--- config.mk ---
export PLATFORM = sky130hd
export DESIGN_NAME = if_fetch
export DESIGN_NICKNAME = d
export VERILOG_FILES = /design/src/rtl/if_fetch.sv
export SDC_FILE = /design/constraint.sdc
export NUM_CORES = 1
export LEC_CHECK = 0
export ABC_CLOCK_PERIOD_IN_PS = 7700
export BUFFER_PORTS_ARGS = -buffer_cell sky130_fd_sc_hd__buf_4
export CAP_MARGIN = 20
export CORE_UTILIZATION = 40
export CTS_CLUSTER_SIZE = 24
export DETAILED_ROUTE_END_ITERATION = 6
export SLEW_MARGIN = 20
export SYNTH_ARGS = -nofsm -noshare
export SYNTH_HDL_FRONTEND = slang
export SYNTH_SLANG_ARGS = --single-unit
--- constraint.sdc ---
create_clock -name clk -period 7.7 [get_ports clk]
set_input_delay 0.385 -clock clk [delete_from_list [all_inputs] [get_ports clk]]
set_output_delay 0.385 -clock clk [all_outputs]
set_load 0.005 [all_outputs]
--- src/rtl/if_fetch.sv ---
// if_fetch: instruction-fetch stage of the five-stage MIPS pipeline.
// Keeps at most one sequential fetch in flight to instruction memory, buffers
// returned words in an output register plus a one-entry skid buffer, and hands
// {pc, inst} pairs to IF/ID in program order. Branch redirects from ID keep
// MIPS delay-slot semantics: the instruction after the branch is always
// delivered, anything fetched beyond it is dropped.
//
// Optional feature macro: FETCH_ALIGN_CHECK_EN
//   defined   : a misaligned redirect target is not fetched; after the delay
//               slot the stage emits {target, 0} with if_adel_o=1 and halts
//               (no requests) until the next redirect or reset.
//   undefined : target[1:0] is forced to 2'b00 and if_adel_o is tied low.
//
// Ports:
//   clk, rst                     clock, asynchronous active-high reset
//   stall_i                      IF/ID cannot accept this cycle
//   branch_flag_i                redirect request (ignored while stalled)
//   branch_target_address_i      redirect target
//   inst_req_o, inst_addr_o      memory request and its address
//   inst_gnt_i                   memory accepts the request this cycle
//   inst_rvalid_i, inst_rdata_i  read response
//   if_valid_o, if_pc_o,
//   if_inst_o, if_adel_o         delivered instruction to IF/ID

`ifndef InitialPc
`define InitialPc 32'h0000_0000
`endif
`ifndef ZeroWord
`define ZeroWord 32'h0000_0000
`endif

module if_fetch (
  input  logic        clk,
  input  logic        rst,
  input  logic        stall_i,
  input  logic        branch_flag_i,
  input  logic [31:0] branch_target_address_i,
  output logic        inst_req_o,
  output logic [31:0] inst_addr_o,
  input  logic        inst_gnt_i,
  input  logic        inst_rvalid_i,
  input  logic [31:0] inst_rdata_i,
  output logic        if_valid_o,
  output logic [31:0] if_pc_o,
  output logic [31:0] if_inst_o,
  output logic        if_adel_o
);

  localparam int unsigned ADDR_W = 32;
  localparam int unsigned DATA_W = 32;
  localparam logic [ADDR_W-1:0] INIT_PC   = `InitialPc;
  localparam logic [DATA_W-1:0] ZERO_WORD = `ZeroWord;
  localparam logic [ADDR_W-1:0] PC_STEP   = ADDR_W'(4);

  typedef enum logic [1:0] {
    S_IDLE = 2'd0,
    S_REQ  = 2'd1,
    S_WAIT = 2'd2,
    S_HOLD = 2'd3
  } state_t;

  typedef struct packed {
    logic              valid;
    logic [ADDR_W-1:0] pc;
    logic [DATA_W-1:0] inst;
  } entry_t;

  localparam entry_t ENTRY_RST = '{valid: 1'b0, pc: INIT_PC, inst: ZERO_WORD};

  state_t            state_q, state_d;
  logic [ADDR_W-1:0] next_pc_q, next_pc_d;
  logic [ADDR_W-1:0] req_addr_q, req_addr_d;
  entry_t            out_q, out_d;
  entry_t            skid_q, skid_d;
  logic              discard_q, discard_d;

  logic              consume;
  logic              redirect;
  logic              flush;
  logic              rsp;
  logic              rsp_keep;
  logic              go_req;
  logic [ADDR_W-1:0] target;
  entry_t            rsp_entry;

`ifdef FETCH_ALIGN_CHECK_EN
  logic              misaligned;
  logic              halt_q, halt_d;
  logic              adel_pend_q, adel_pend_d;
  logic [ADDR_W-1:0] adel_addr_q, adel_addr_d;
  logic              out_adel_q, out_adel_d;

  assign target     = branch_target_address_i;
  assign misaligned = |branch_target_address_i[1:0];
`else
  localparam logic [ADDR_W-1:0] ALIGN_MASK = ADDR_W'(3);

  assign target = branch_target_address_i & ~ALIGN_MASK;
`endif

  // Handshake qualifiers shared by the datapath and the FSM.
  assign consume   = out_q.valid & ~stall_i;
  assign redirect  = branch_flag_i & ~stall_i;
  // With a word in out, that word is the delay slot: anything younger is stale.
  assign flush     = redirect & out_q.valid;
  assign rsp       = (state_q == S_WAIT) & inst_rvalid_i;
  assign rsp_keep  = rsp & ~discard_q & ~flush;
  assign rsp_entry = '{valid: 1'b1, pc: req_addr_q, inst: inst_rdata_i};

  // State and datapath registers.
  always_ff @(posedge clk or posedge rst) begin
    if (rst) begin
      state_q     <= S_IDLE;
      next_pc_q   <= INIT_PC;
      req_addr_q  <= INIT_PC;
      out_q       <= ENTRY_RST;
      skid_q      <= ENTRY_RST;
      discard_q   <= 1'b0;
`ifdef FETCH_ALIGN_CHECK_EN
      halt_q      <= 1'b0;
      adel_pend_q <= 1'b0;
      adel_addr_q <= INIT_PC;
      out_adel_q  <= 1'b0;
`endif
    end else begin
      state_q     <= state_d;
      next_pc_q   <= next_pc_d;
      req_addr_q  <= req_addr_d;
      out_q       <= out_d;
      skid_q      <= skid_d;
      discard_q   <= discard_d;
`ifdef FETCH_ALIGN_CHECK_EN
      halt_q      <= halt_d;
      adel_pend_q <= adel_pend_d;
      adel_addr_q <= adel_addr_d;
      out_adel_q  <= out_adel_d;
`endif
    end
  end

  // Next-state, buffer and address update logic.
  always_comb begin
    state_d     = state_q;
    next_pc_d   = next_pc_q;
    req_addr_d  = req_addr_q;
    out_d       = out_q;
    skid_d      = skid_q;
    discard_d   = discard_q;
    go_req      = 1'b0;
`ifdef FETCH_ALIGN_CHECK_EN
    halt_d      = halt_q;
    adel_pend_d = adel_pend_q;
    adel_addr_d = adel_addr_q;
    out_adel_d  = out_adel_q & ~consume;
`endif

    // Redirect: retarget the next issue; the request in flight is untouched.
    if (redirect) begin
`ifdef FETCH_ALIGN_CHECK_EN
      adel_pend_d = misaligned;
      if (misaligned) begin
        adel_addr_d = branch_target_address_i;
      end else begin
        next_pc_d = target;
      end
`else
      next_pc_d = target;
`endif
    end

    // A response always retires the discard; an outstanding or not-yet-granted
    // fetch behind a consumed delay slot must be thrown away when it returns.
    if (rsp) begin
      discard_d = 1'b0;
    end
    if (flush && ((state_q == S_REQ) || ((state_q == S_WAIT) && !inst_rvalid_i))) begin
      discard_d = 1'b1;
    end

    // Output / skid buffers, strictly in program order.
    if (flush) begin
      skid_d.valid = 1'b0;
    end
    if (consume) begin
      if (skid_q.valid && !flush) begin
        out_d        = skid_q;
        skid_d.valid = 1'b0;
      end else if (rsp_keep) begin
        out_d = rsp_entry;
      end else begin
        out_d.valid = 1'b0;
      end
    end else if (rsp_keep) begin
      if (!out_q.valid) begin
        out_d = rsp_entry;
      end else begin
        skid_d = rsp_entry;
      end
    end

`ifdef FETCH_ALIGN_CHECK_EN
    // Halted with an address error pending: emit it once out is free.
    if ((state_q == S_IDLE) && halt_q && adel_pend_q && !redirect &&
        (!out_q.valid || consume)) begin
      out_d       = '{valid: 1'b1, pc: adel_addr_q, inst: ZERO_WORD};
      out_adel_d  = 1'b1;
      adel_pend_d = 1'b0;
    end
`endif

    unique case (state_q)
      S_IDLE: begin
`ifdef FETCH_ALIGN_CHECK_EN
        go_req = !halt_q || redirect;
`else
        go_req = 1'b1;
`endif
      end
      S_REQ: begin
        if (inst_gnt_i) begin
          state_d = S_WAIT;
        end
      end
      S_WAIT: begin
        if (rsp) begin
          if (skid_d.valid) begin
            state_d = S_HOLD;
          end else begin
            go_req = 1'b1;
          end
        end
      end
      S_HOLD: begin
        if (!skid_d.valid) begin
          go_req = 1'b1;
        end
      end
      default: state_d = S_IDLE;
    endcase

    // Every entry into REQ issues next_pc (already retargeted if redirecting).
    if (go_req) begin
`ifdef FETCH_ALIGN_CHECK_EN
      if (adel_pend_d) begin
        state_d = S_IDLE;
        halt_d  = 1'b1;
      end else begin
        state_d    = S_REQ;
        halt_d     = 1'b0;
        req_addr_d = next_pc_d;
        next_pc_d  = next_pc_d + PC_STEP;
      end
`else
      state_d    = S_REQ;
      req_addr_d = next_pc_d;
      next_pc_d  = next_pc_d + PC_STEP;
`endif
    end
  end

  assign inst_req_o  = (state_q == S_REQ);
  assign inst_addr_o = req_addr_q;
  assign if_valid_o  = out_q.valid;
  assign if_pc_o     = out_q.pc;
  assign if_inst_o   = out_q.inst;
`ifdef FETCH_ALIGN_CHECK_EN
  assign if_adel_o   = out_adel_q;
`else
  assign if_adel_o   = 1'b0;
`endif

endmodule

==> out/qor.txt <==
Vias in the first global route - 5943
Worst path slowest cell - nand2b_2
Reg power frac - 44.2%
Logic gate share of total power - 29.8%
Gr ovfl total - 0
Switch share - 32.69%
Starting density of the core - 41.35%
Post-Route WL - 20.30 mm
Die ar. - 22670 µm²
Yosys warns - 0
Area occupied by multi-input gates - 3677 µm²
Met3 usage - 4.273%
TritonCTS clock tree - yes
Iter 0 DRT Violations - 241
Design Power - 3617 µW
Distinct cells, synth - 53
Crit end category - register
Largest net degree at the start of global routing - 130
Worst Path Arrival - 3.31 ns
Max incr delay on CP - 0.79 ns
Antenna violations before repair - 0
Critical Path Source Type - input pin
Static Leak - 0.005176 µW
Skew final - 0.01210 ns
Ys flop type - dfrtp_1
Unrepaired setup endpoints after global routing - no
Slew @ Worst Pin - 0.9897 ns
Core Box Area - 21350 µm²
Crit path top cell by count - inv_1
Final hold vios - 0
Drt via density - 5.037
Top cells by area, synth - dfrtp_1 56%, mux2i_1 10%, mux2_2 9.4%
Sink Count - 197
DRT Pass-1 Iters - 4
Post-Syn Area - 8830 µm²
Fraction of final layout cells sized beyond drive strength 1 - 31.59%
# port buffers - 165
Crit Path Class - input pin to register
First-pass GRT wire length - 32.45 mm
Fin crit period - 2.983 ns
Ys async rst share - 100.0%
Die width - 150.6 µm
FP Rows - 53
Slew margin rel. - 34.02%
Skew-Pair Late Insertion Delay - 0.44 ns
CTS root buf - clkbuf_16
Area grow syn2layout - 23.71%
Vias after detailed routing - 6105
Int Power - 2434 µW
# DRC - 0
Top-area cell type share of the netlist area - 55.83%
CTS Buf Count - 17
Cell taking the most area after synthesis - dfrtp_1
M2 GR Usage - 28.53%
Power Density - 331.1 nW/µm²
Top cell family by delay on the critical path - simple AND/OR/NAND/NOR gates
HP Class - input pin to async pin
Max-cap violations - 0
FF/Latch Area - 4930 µm²
Post-CTS setup buffers - 0
Setup TNS - 0 ns
Count of pins over their slew limit - 0
CP required - 8.02 ns
Register area share after synthesis - 55.83%
Fillers - 1962
Hold buffers post-CTS - 0
Max frequency - 335.2 MHz
GPL Wtd Cong - 0.8015
Max VDD drop - 0.1419 mV
I/O pin cnt - 169
CP bufs+invs - 3
Critical Path Fanout Max - 35
FF+latch count, synth - 197
Period utilization - 38.74%
Psw - 1182 µW
Status - completed
Mapped Cells - 776
H-Tree Depth - 4
Count of final setup violators - 0
Die H - 150.6 µm
Worst-path clk slew - 0.08 ns
Routed WL per cell - 16.75 µm
Final nets - 995
Critical path, cell by cell - buf_4 > nand2b_2 > mux2i_1 > inv_1 > ha_1 > inv_1 > a2111o_1 > nor4_4 > nand3_1 > xor2_1
Clock Tree Buf Depth - 2
Dpl hpwl - 13.67 mm
Clock power share - 26.0%
GRT Total Usage - 18.72%
GRT busiest layer - met2
Detail Route Antenna Nets - 0
Post-cts sizing count - 0
Ant. Diodes - 0
Avg Inst Size Synth - 11.38 µm²
Synth Net Count - 847
EDFF count, synth - 0
Grt met1 use - 26.41%
-- routing by layer --
metal  part of all wire [%]  up-vias
met2                     44      147
met5                      0        -
met1                     49     2945
met3                    5.7       21
met4                    1.4        0
li1                       -     2992
-- path summary, 6_finish.rpt --
| kind | from | endpoint | slack [ns] | depth (start not counted) |
|---|---|---|---|---|
| max | stall_i | next_pc_q[28] | 4.72 | 10 |
| min | rst | if_pc_o[8] | 0.12 | 2 |
| max reg2reg | if_valid_o | if_inst_o[24] | 4.73 | 6 |
| min reg2reg | if_inst_o[30] | if_inst_o[30] | 0.48 | 2 |
| max in group asynchronous | rst | if_inst_o[26] | 6.13 | 3 |
| min in group clk | inst_gnt_i | state_q[0] | 0.16 | 2 |
-- synthesized netlist by cell type, types with 11 or more instances --
cell type and count:
nor2_1 40, xnor2_1 15, mux2_2 74, xor2_1 11, dfrtp_1 197, nand2_1 119, a21oi_1 30, nand3_1 11
buf_2 12, clkbuf_1 26, mux2i_1 89, inv_1 11, o21ai_0 67
-- stage by stage --
step           cells  util (%)  hold WS, ns  area, µm²  worst slack (ns)
5_1_grt         1212     51.15       0.1402      10920             4.498
3_5_place_dp    1180     48.23       0.4685      10300             4.276
6_report        1212     51.15       0.1159      10920             4.717
3_3_place_gp    1180     48.23       0.4624      10300             4.276
2_1_floorplan    776         -       0.4445       8830             1.946
4_1_cts         1212     51.15       0.1301      10920             4.670
-- cell type report --
cell class	count	area share, %
sequential	197	45.13
multi-input combinational	524	33.67
timing repair buffer	173	11.89
clock buffer	19	4.055
tap	275	3.150
clock inverter	13	1.661
inverter	11	0.4467
-- power by group through the flow --
| stage | clock network [µW] | logic (µW) | registers [µW] |
|---|---|---|---|
| final | 939 | 1080 | 1600 |
| after global routing | 1010 | 1220 | 1660 |
| after CTS | 965 | 1100 | 1610 |
| after detailed placement | 0 | 1100 | 1630 |
| after global placement | 0 | 1080 | 1610 |
| after floorplan | 0 | 543 | 1580 |
-- cell families (layout without fill, tap and decap cells) --
family,Yosys count,in the layout,synth area share (%)
and+or+nand+nor,207,207,10.77
DFF,197,197,55.83
muxes,167,167,20.16
AOI/OAI and AO/OA,122,122,7.666
buffers and inverters,55,216,2.806
xor gates and xnor gates,26,26,2.579
adders and majority gates,1,1,0.1417
other,1,1,0.04247
-- placed cells by master (no fill, tap or decap), types with 15 or more instances in the layout --
master | Yosys | final
nor2_1 | 40 | 39
clkbuf_16 | 0 | 17
nand2_1 | 119 | 117
dfrtp_1 | 197 | 197
mux2i_1 | 89 | 89
mux2_2 | 74 | 74
buf_4 | 1 | 173
a21oi_1 | 30 | 30
xnor2_1 | 15 | 15
o21ai_0 | 67 | 67
-- flip-flops by register name, indices dropped and copies added (netlist names) --
name / cells
next_pc_q: 32
if_valid_o: 1
discard_q: 1
state_q: 2
if_pc_o: 32
inst_addr_o: 32
skid_q: 65
if_inst_o: 32
Note: power is estimated with default switching activity, not from simulation.
